## config.mk

```make
export PLATFORM = sky130hd
export DESIGN_NAME = key_command_ctrl
export DESIGN_NICKNAME = d
export VERILOG_FILES = /design/src/rtl/key_pkg.sv /design/src/rtl/key_prefix_timer.sv /design/src/rtl/key_command_ctrl.sv
export SDC_FILE = /design/constraint.sdc
export NUM_CORES = 1
export LEC_CHECK = 0
export ABC_AREA = 1
export BUFFER_PORTS_ARGS = -buffer_cell sky130_fd_sc_hd__buf_2
export CAP_MARGIN = 20
export CORE_ASPECT_RATIO = 1.2
export CORE_UTILIZATION = 30
export DETAILED_ROUTE_END_ITERATION = 7
export GPL_ROUTABILITY_DRIVEN = 0
export GPL_TIMING_DRIVEN = 0
export PLACE_DENSITY = 0.5
export SKIP_CTS_REPAIR_TIMING = 1
export SLEW_MARGIN = 20
export SYNTH_ARGS = -nofsm -noshare
export SYNTH_HDL_FRONTEND = slang
export SYNTH_SLANG_ARGS = --single-unit
```

## constraint.sdc

```tcl
create_clock -name clk -period 1.5 [get_ports clk]
set_input_delay 0.075 -clock clk [delete_from_list [all_inputs] [get_ports clk]]
set_output_delay 0.075 -clock clk [all_outputs]
set_load 0.005 [all_outputs]
```

## src/rtl/key_pkg.sv

```systemverilog
// Shared scan codes, FSM encoding and key lookup for the PS/2 command path.
package key_pkg;

  localparam logic [7:0] KC_EXT   = 8'hE0;
  localparam logic [7:0] KC_BRK   = 8'hF0;
  localparam logic [7:0] KC_UP    = 8'h75;
  localparam logic [7:0] KC_DOWN  = 8'h72;
  localparam logic [7:0] KC_RIGHT = 8'h74;
  localparam logic [7:0] KC_LEFT  = 8'h6B;
  localparam logic [7:0] KC_ENTER = 8'h5A;
  localparam logic [7:0] KC_SPACE = 8'h29;
  localparam logic [7:0] KC_ESC   = 8'h76;

  localparam int NUM_KEYS = 7;
  localparam int KI_UP    = 0;
  localparam int KI_DOWN  = 1;
  localparam int KI_RIGHT = 2;
  localparam int KI_LEFT  = 3;
  localparam int KI_ENTER = 4;
  localparam int KI_SPACE = 5;
  localparam int KI_ESC   = 6;

  typedef enum logic [1:0] {
    ST_IDLE    = 2'd0,
    ST_EXT     = 2'd1,
    ST_BRK     = 2'd2,
    ST_EXT_BRK = 2'd3
  } key_st_e;

  // Decoded byte leaving the prefix parser
  typedef struct packed {
    logic       make;
    logic       brk;
    logic [7:0] code;
  } key_ev_t;

  // One-hot slot of a command code; zero for unlisted codes
  function automatic logic [NUM_KEYS-1:0] key_onehot(input logic [7:0] code);
    logic [NUM_KEYS-1:0] oh;
    oh = '0;
    case (code)
      KC_UP:    oh[KI_UP]    = 1'b1;
      KC_DOWN:  oh[KI_DOWN]  = 1'b1;
      KC_RIGHT: oh[KI_RIGHT] = 1'b1;
      KC_LEFT:  oh[KI_LEFT]  = 1'b1;
      KC_ENTER: oh[KI_ENTER] = 1'b1;
      KC_SPACE: oh[KI_SPACE] = 1'b1;
      KC_ESC:   oh[KI_ESC]   = 1'b1;
      default:  oh = '0;
    endcase
    return oh;
  endfunction

endpackage

```

## src/rtl/key_prefix_timer.sv

```systemverilog
// Idle-cycle counter for prefix states; expire asserts on the TIMEOUT_CYC-th idle cycle.
module key_prefix_timer #(
  parameter int TIMEOUT_CYC = 50_000
) (
  input  logic clk,
  input  logic rst_n,
  input  logic en,
  input  logic restart,
  output logic expire
);

  localparam int CW = (TIMEOUT_CYC > 1) ? $clog2(TIMEOUT_CYC) : 1;
  localparam logic [CW-1:0] LAST = CW'(TIMEOUT_CYC - 1);

  logic [CW-1:0] cnt;

  assign expire = en & (cnt == LAST);

  always_ff @(posedge clk) begin
    if (!rst_n || restart || !en) cnt <= '0;
    else if (!expire)             cnt <= cnt + 1'b1;
  end

endmodule

```

## src/rtl/key_command_ctrl.sv

```systemverilog
// PS/2 scan-code parser turning E0/F0-prefixed byte streams into registered temperature commands.
module key_command_ctrl
  import key_pkg::*;
#(
  parameter int TIMEOUT_CYC = 50_000
) (
  input  logic       clk,
  input  logic       rst_n,
  input  logic [7:0] key_code,
  input  logic       key_valid,
  output logic [1:0] t_corp,
  output logic [1:0] t_amb,
  output logic       conect,
  output logic       selector_temp,
  output logic       rst_cmd,
  output logic       seq_err
);

  key_st_e             state, state_nxt;
  key_ev_t             ev;
  logic                err_nxt;
  logic                expire;
  logic [NUM_KEYS-1:0] pressed, pressed_nxt, hit, fresh;

  key_prefix_timer #(.TIMEOUT_CYC(TIMEOUT_CYC)) u_timer (
    .clk     (clk),
    .rst_n   (rst_n),
    .en      (state != ST_IDLE),
    .restart (key_valid),
    .expire  (expire)
  );

  always_ff @(posedge clk) begin
    if (!rst_n) state <= ST_IDLE;
    else        state <= state_nxt;
  end

  // A byte arriving on the expiry cycle takes priority over the timeout
  always_comb begin
    state_nxt = state;
    err_nxt   = 1'b0;
    ev        = '0;
    ev.code   = key_code;
    if (key_valid) begin
      case (state)
        ST_IDLE: begin
          if (key_code == KC_EXT)      state_nxt = ST_EXT;
          else if (key_code == KC_BRK) state_nxt = ST_BRK;
          else                         ev.make   = 1'b1;
        end
        ST_EXT: begin
          if (key_code == KC_BRK)      state_nxt = ST_EXT_BRK;
          else if (key_code == KC_EXT) err_nxt   = 1'b1;
          else begin
            ev.make   = 1'b1;
            state_nxt = ST_IDLE;
          end
        end
        default: begin
          state_nxt = ST_IDLE;
          if (key_code == KC_EXT || key_code == KC_BRK) err_nxt = 1'b1;
          else                                          ev.brk  = 1'b1;
        end
      endcase
    end else if (expire) begin
      err_nxt   = 1'b1;
      state_nxt = ST_IDLE;
    end
  end

  // fresh marks keys whose make arrives while not already held (ignores typematic repeat)
  always_comb begin
    hit         = key_onehot(ev.code);
    pressed_nxt = pressed;
    fresh       = '0;
    if (ev.make) begin
      fresh       = hit & ~pressed;
      pressed_nxt = pressed | hit;
    end else if (ev.brk) begin
      pressed_nxt = pressed & ~hit;
    end
  end

  always_ff @(posedge clk) begin
    if (!rst_n) begin
      pressed       <= '0;
      t_corp        <= 2'b00;
      t_amb         <= 2'b00;
      conect        <= 1'b0;
      selector_temp <= 1'b0;
      rst_cmd       <= 1'b0;
      seq_err       <= 1'b0;
    end else begin
      pressed       <= pressed_nxt;
      t_corp        <= {pressed_nxt[KI_UP] & ~pressed_nxt[KI_DOWN],
                        pressed_nxt[KI_DOWN] & ~pressed_nxt[KI_UP]};
      t_amb         <= {pressed_nxt[KI_RIGHT] & ~pressed_nxt[KI_LEFT],
                        pressed_nxt[KI_LEFT] & ~pressed_nxt[KI_RIGHT]};
      conect        <= fresh[KI_ENTER];
      selector_temp <= selector_temp ^ fresh[KI_SPACE];
      rst_cmd       <= rst_cmd ^ fresh[KI_ESC];
      seq_err       <= err_nxt;
    end
  end

endmodule

```

==> reports/results.ini <==
[die]
floorplan.die.height_um = 84.4
dieWidth_um = 70.7
coreArea_um2 = 5370
die-area_um2 = 5970
start_util_pct = 31.6
ios = 19
rows = 29

[yosys]
synth_edf_count = 0
syn_area_per_cell_um2 = 6.79
yosysSeqAreaShare_pct = 38.9
synth_fp_nets = 262
yosysTopAreaCell = dfxtp_1
syn_area_um2 = 1700
synth_area_leaders = dfxtp_1, nand2_1, inv_1
synth_cell_types = 24
ys_async_sr_fraction_pct = 0
ys.flop_type = dfxtp_1
syn_inst = 250
yosysTopAreaCellShare_pct = 38.9
synth.most_common_cell = nand2_1
synth-seq-cells = 33
yosys-top-cells-count = nand2_1, inv_1, dfxtp_1
yosys_warnings = 0

[timing]
clock_skew_ns = 0.00319
fin_hold_ws_ns = 0.107
period_minus_slack_ns = 1.33
slew_headroom_pct = 74.2
fin_crit_sh_pct = 88.4
layout_setup_ws_ns = 0.174
worstMarginPinSlew_ns = 0.384
finalSetupViolCount = 0
fmax_mhz = 754
final-hold-violation-count = 0
drv_slew = 0

[cells_and_area]
n_fill_cell = 581
area_growth_pct = 17.8
antenna_cells = 0
drive_gt1_share_pct = 21.3
nets = 288

[global_routing]
grt_pass1_wl_um = 6110
grt_pass1_vias = 1486
grt_max_degree = 11
antenna_found_initial = 0
overflow = 0
grtUsageTotal_pct = 13.1

[clock_tree]
cts_tree = yes
path_clk_slew_ns = 0.07
cts_made_buffers = 5
h-tree-depth = 2
cts.sinks = 33
cts_max_path_buffers = 2
root_buffer = clkbuf_8
clock_latency_ns = 0.29

[setup_path]
crit_path_start_kind = flop
crit_fanout = 4
worstSetupPathType = reg2reg
crit_slowest_cell = dfxtp_2
end_kind = flop
critical_path_arrival_ns = 1.51
crit_chain = nand2_4 > nor2_4 > nand4_1 > nor2_1 > nand2_1 > o21ai_1 > a21oi_1
slowest_delay_ns = 0.39
required_ns = 1.68
ff2ff_setup_slack_ns = 0.17

[min_path]
hp-class = in2reg

[routing]
vias = 1570
viasPerCell = 4.63
wire_per_inst_um = 10.5
drtIter0Drc = 39
drt-total-wl_um = 3550
drt_pre_antenna_iters = 6
postRouteAntennaNets = 0
drc = 4

[place]
port_buffers = 18
post-dp-hpwl_um = 2700
pre_cts_ws_ns = 0.0361

[job]
maxCapViolations = 0

[power]
p_leak_nw = 0.832
peakVddDrop_uv = 451
powerDensity_nw_per_um2 = 801

[run_status]
status = complete, but fails checks
violations = design-rule violations

## per-stage QoR
| step | setup TNS [ns] | instances | total power [mW] | instance area (um^2) | utilization, % |
|---|---|---|---|---|---|
| finish | 0 | 339 | 1.60 | 2000 | 37.2 |
| global route | -0.00212 | 339 | 1.68 | 2000 | 37.2 |
| CTS | 0 | 338 | 1.64 | 1950 | 36.3 |
| detailed placement | 0 | 330 | 0.981 | 1870 | 34.7 |
| global placement | 0 | 330 | 0.981 | 1870 | 34.7 |
| floorplan | 0 | 250 | 0.947 | 1700 | - |
## area by class of cell
type | instances | area [um^2] | share of cell area, %
repair buffers | 19 | 97.6 | 4.88
multi-input cells | 176 | 905 | 45.2
clock buffers | 6 | 72.6 | 3.63
clock inverters | 2 | 10.0 | 0.501
inverters | 39 | 146 | 7.32
plain buffers | 2 | 18.8 | 0.939
well taps | 62 | 77.6 | 3.88
flip-flops and latches | 33 | 672 | 33.6
## worst max-delay path, delay by kind of cell, from the launching register on
| family | cells | cell delay, ns |
|---|---|---|
| flip-flops | 1 | 0.39 |
| AND/OR/NAND/NOR | 5 | 0.66 |
| AO/OA/AOI/OAI | 2 | 0.17 |
## cells by family after synthesis
family	after synthesis	share of synthesized area, %
XOR/XNOR	5	2.58
buffers and inverters	41	9.73
adder cells (fa/ha/maj)	1	0.737
flip-flops	33	38.9
AND/OR/NAND/NOR	143	39.9
AO/OA/AOI/OAI	27	8.18
## layer usage
metal,track usage [%],vias to the layer above,part of all wire [%]
met1,14.8,677,47
met4,7.64,0,2.6
met3,2.64,8,3.6
met2,22.7,22,47
li1,-,863,-
met5,0,-,0
## where the power goes
group,switching (mW),internal (mW)
combinational,0.0549,0.0277
sequential,0.00107,0.874
clock,0.323,0.321
## state kept, by name, indices dropped and copies added (netlist names)
register       cells
rst_cmd            1
seq_err            1
pressed            7
state              2
u_timer.cnt       16
conect             1
selector_temp      1
t_amb              2
t_corp             2
## cells in the final DEF, fill, tap and decap left out, drive strengths merged
cell type  instances
inv               39
nand3             25
nor4               2
nand4             10
o21ai             11
nand3b             1
clkbuf             6
xor2               2
a21oi             16
dfxtp             33
xnor2              3
ha                 1
clkinv             2
buf               21
nor2              37
nor3               8
nand2             60
## path summary, 6_finish.rpt
path,startpoint,to,depth (start not counted)
setup / recovery,u_timer.cnt[1],u_timer.cnt[13],7
hold / removal,rst_n,pressed[0],3
hold reg to reg,pressed[4],conect,1
setup reg to reg,u_timer.cnt[1],u_timer.cnt[13],7
Power figures use the tool's default switching activity.
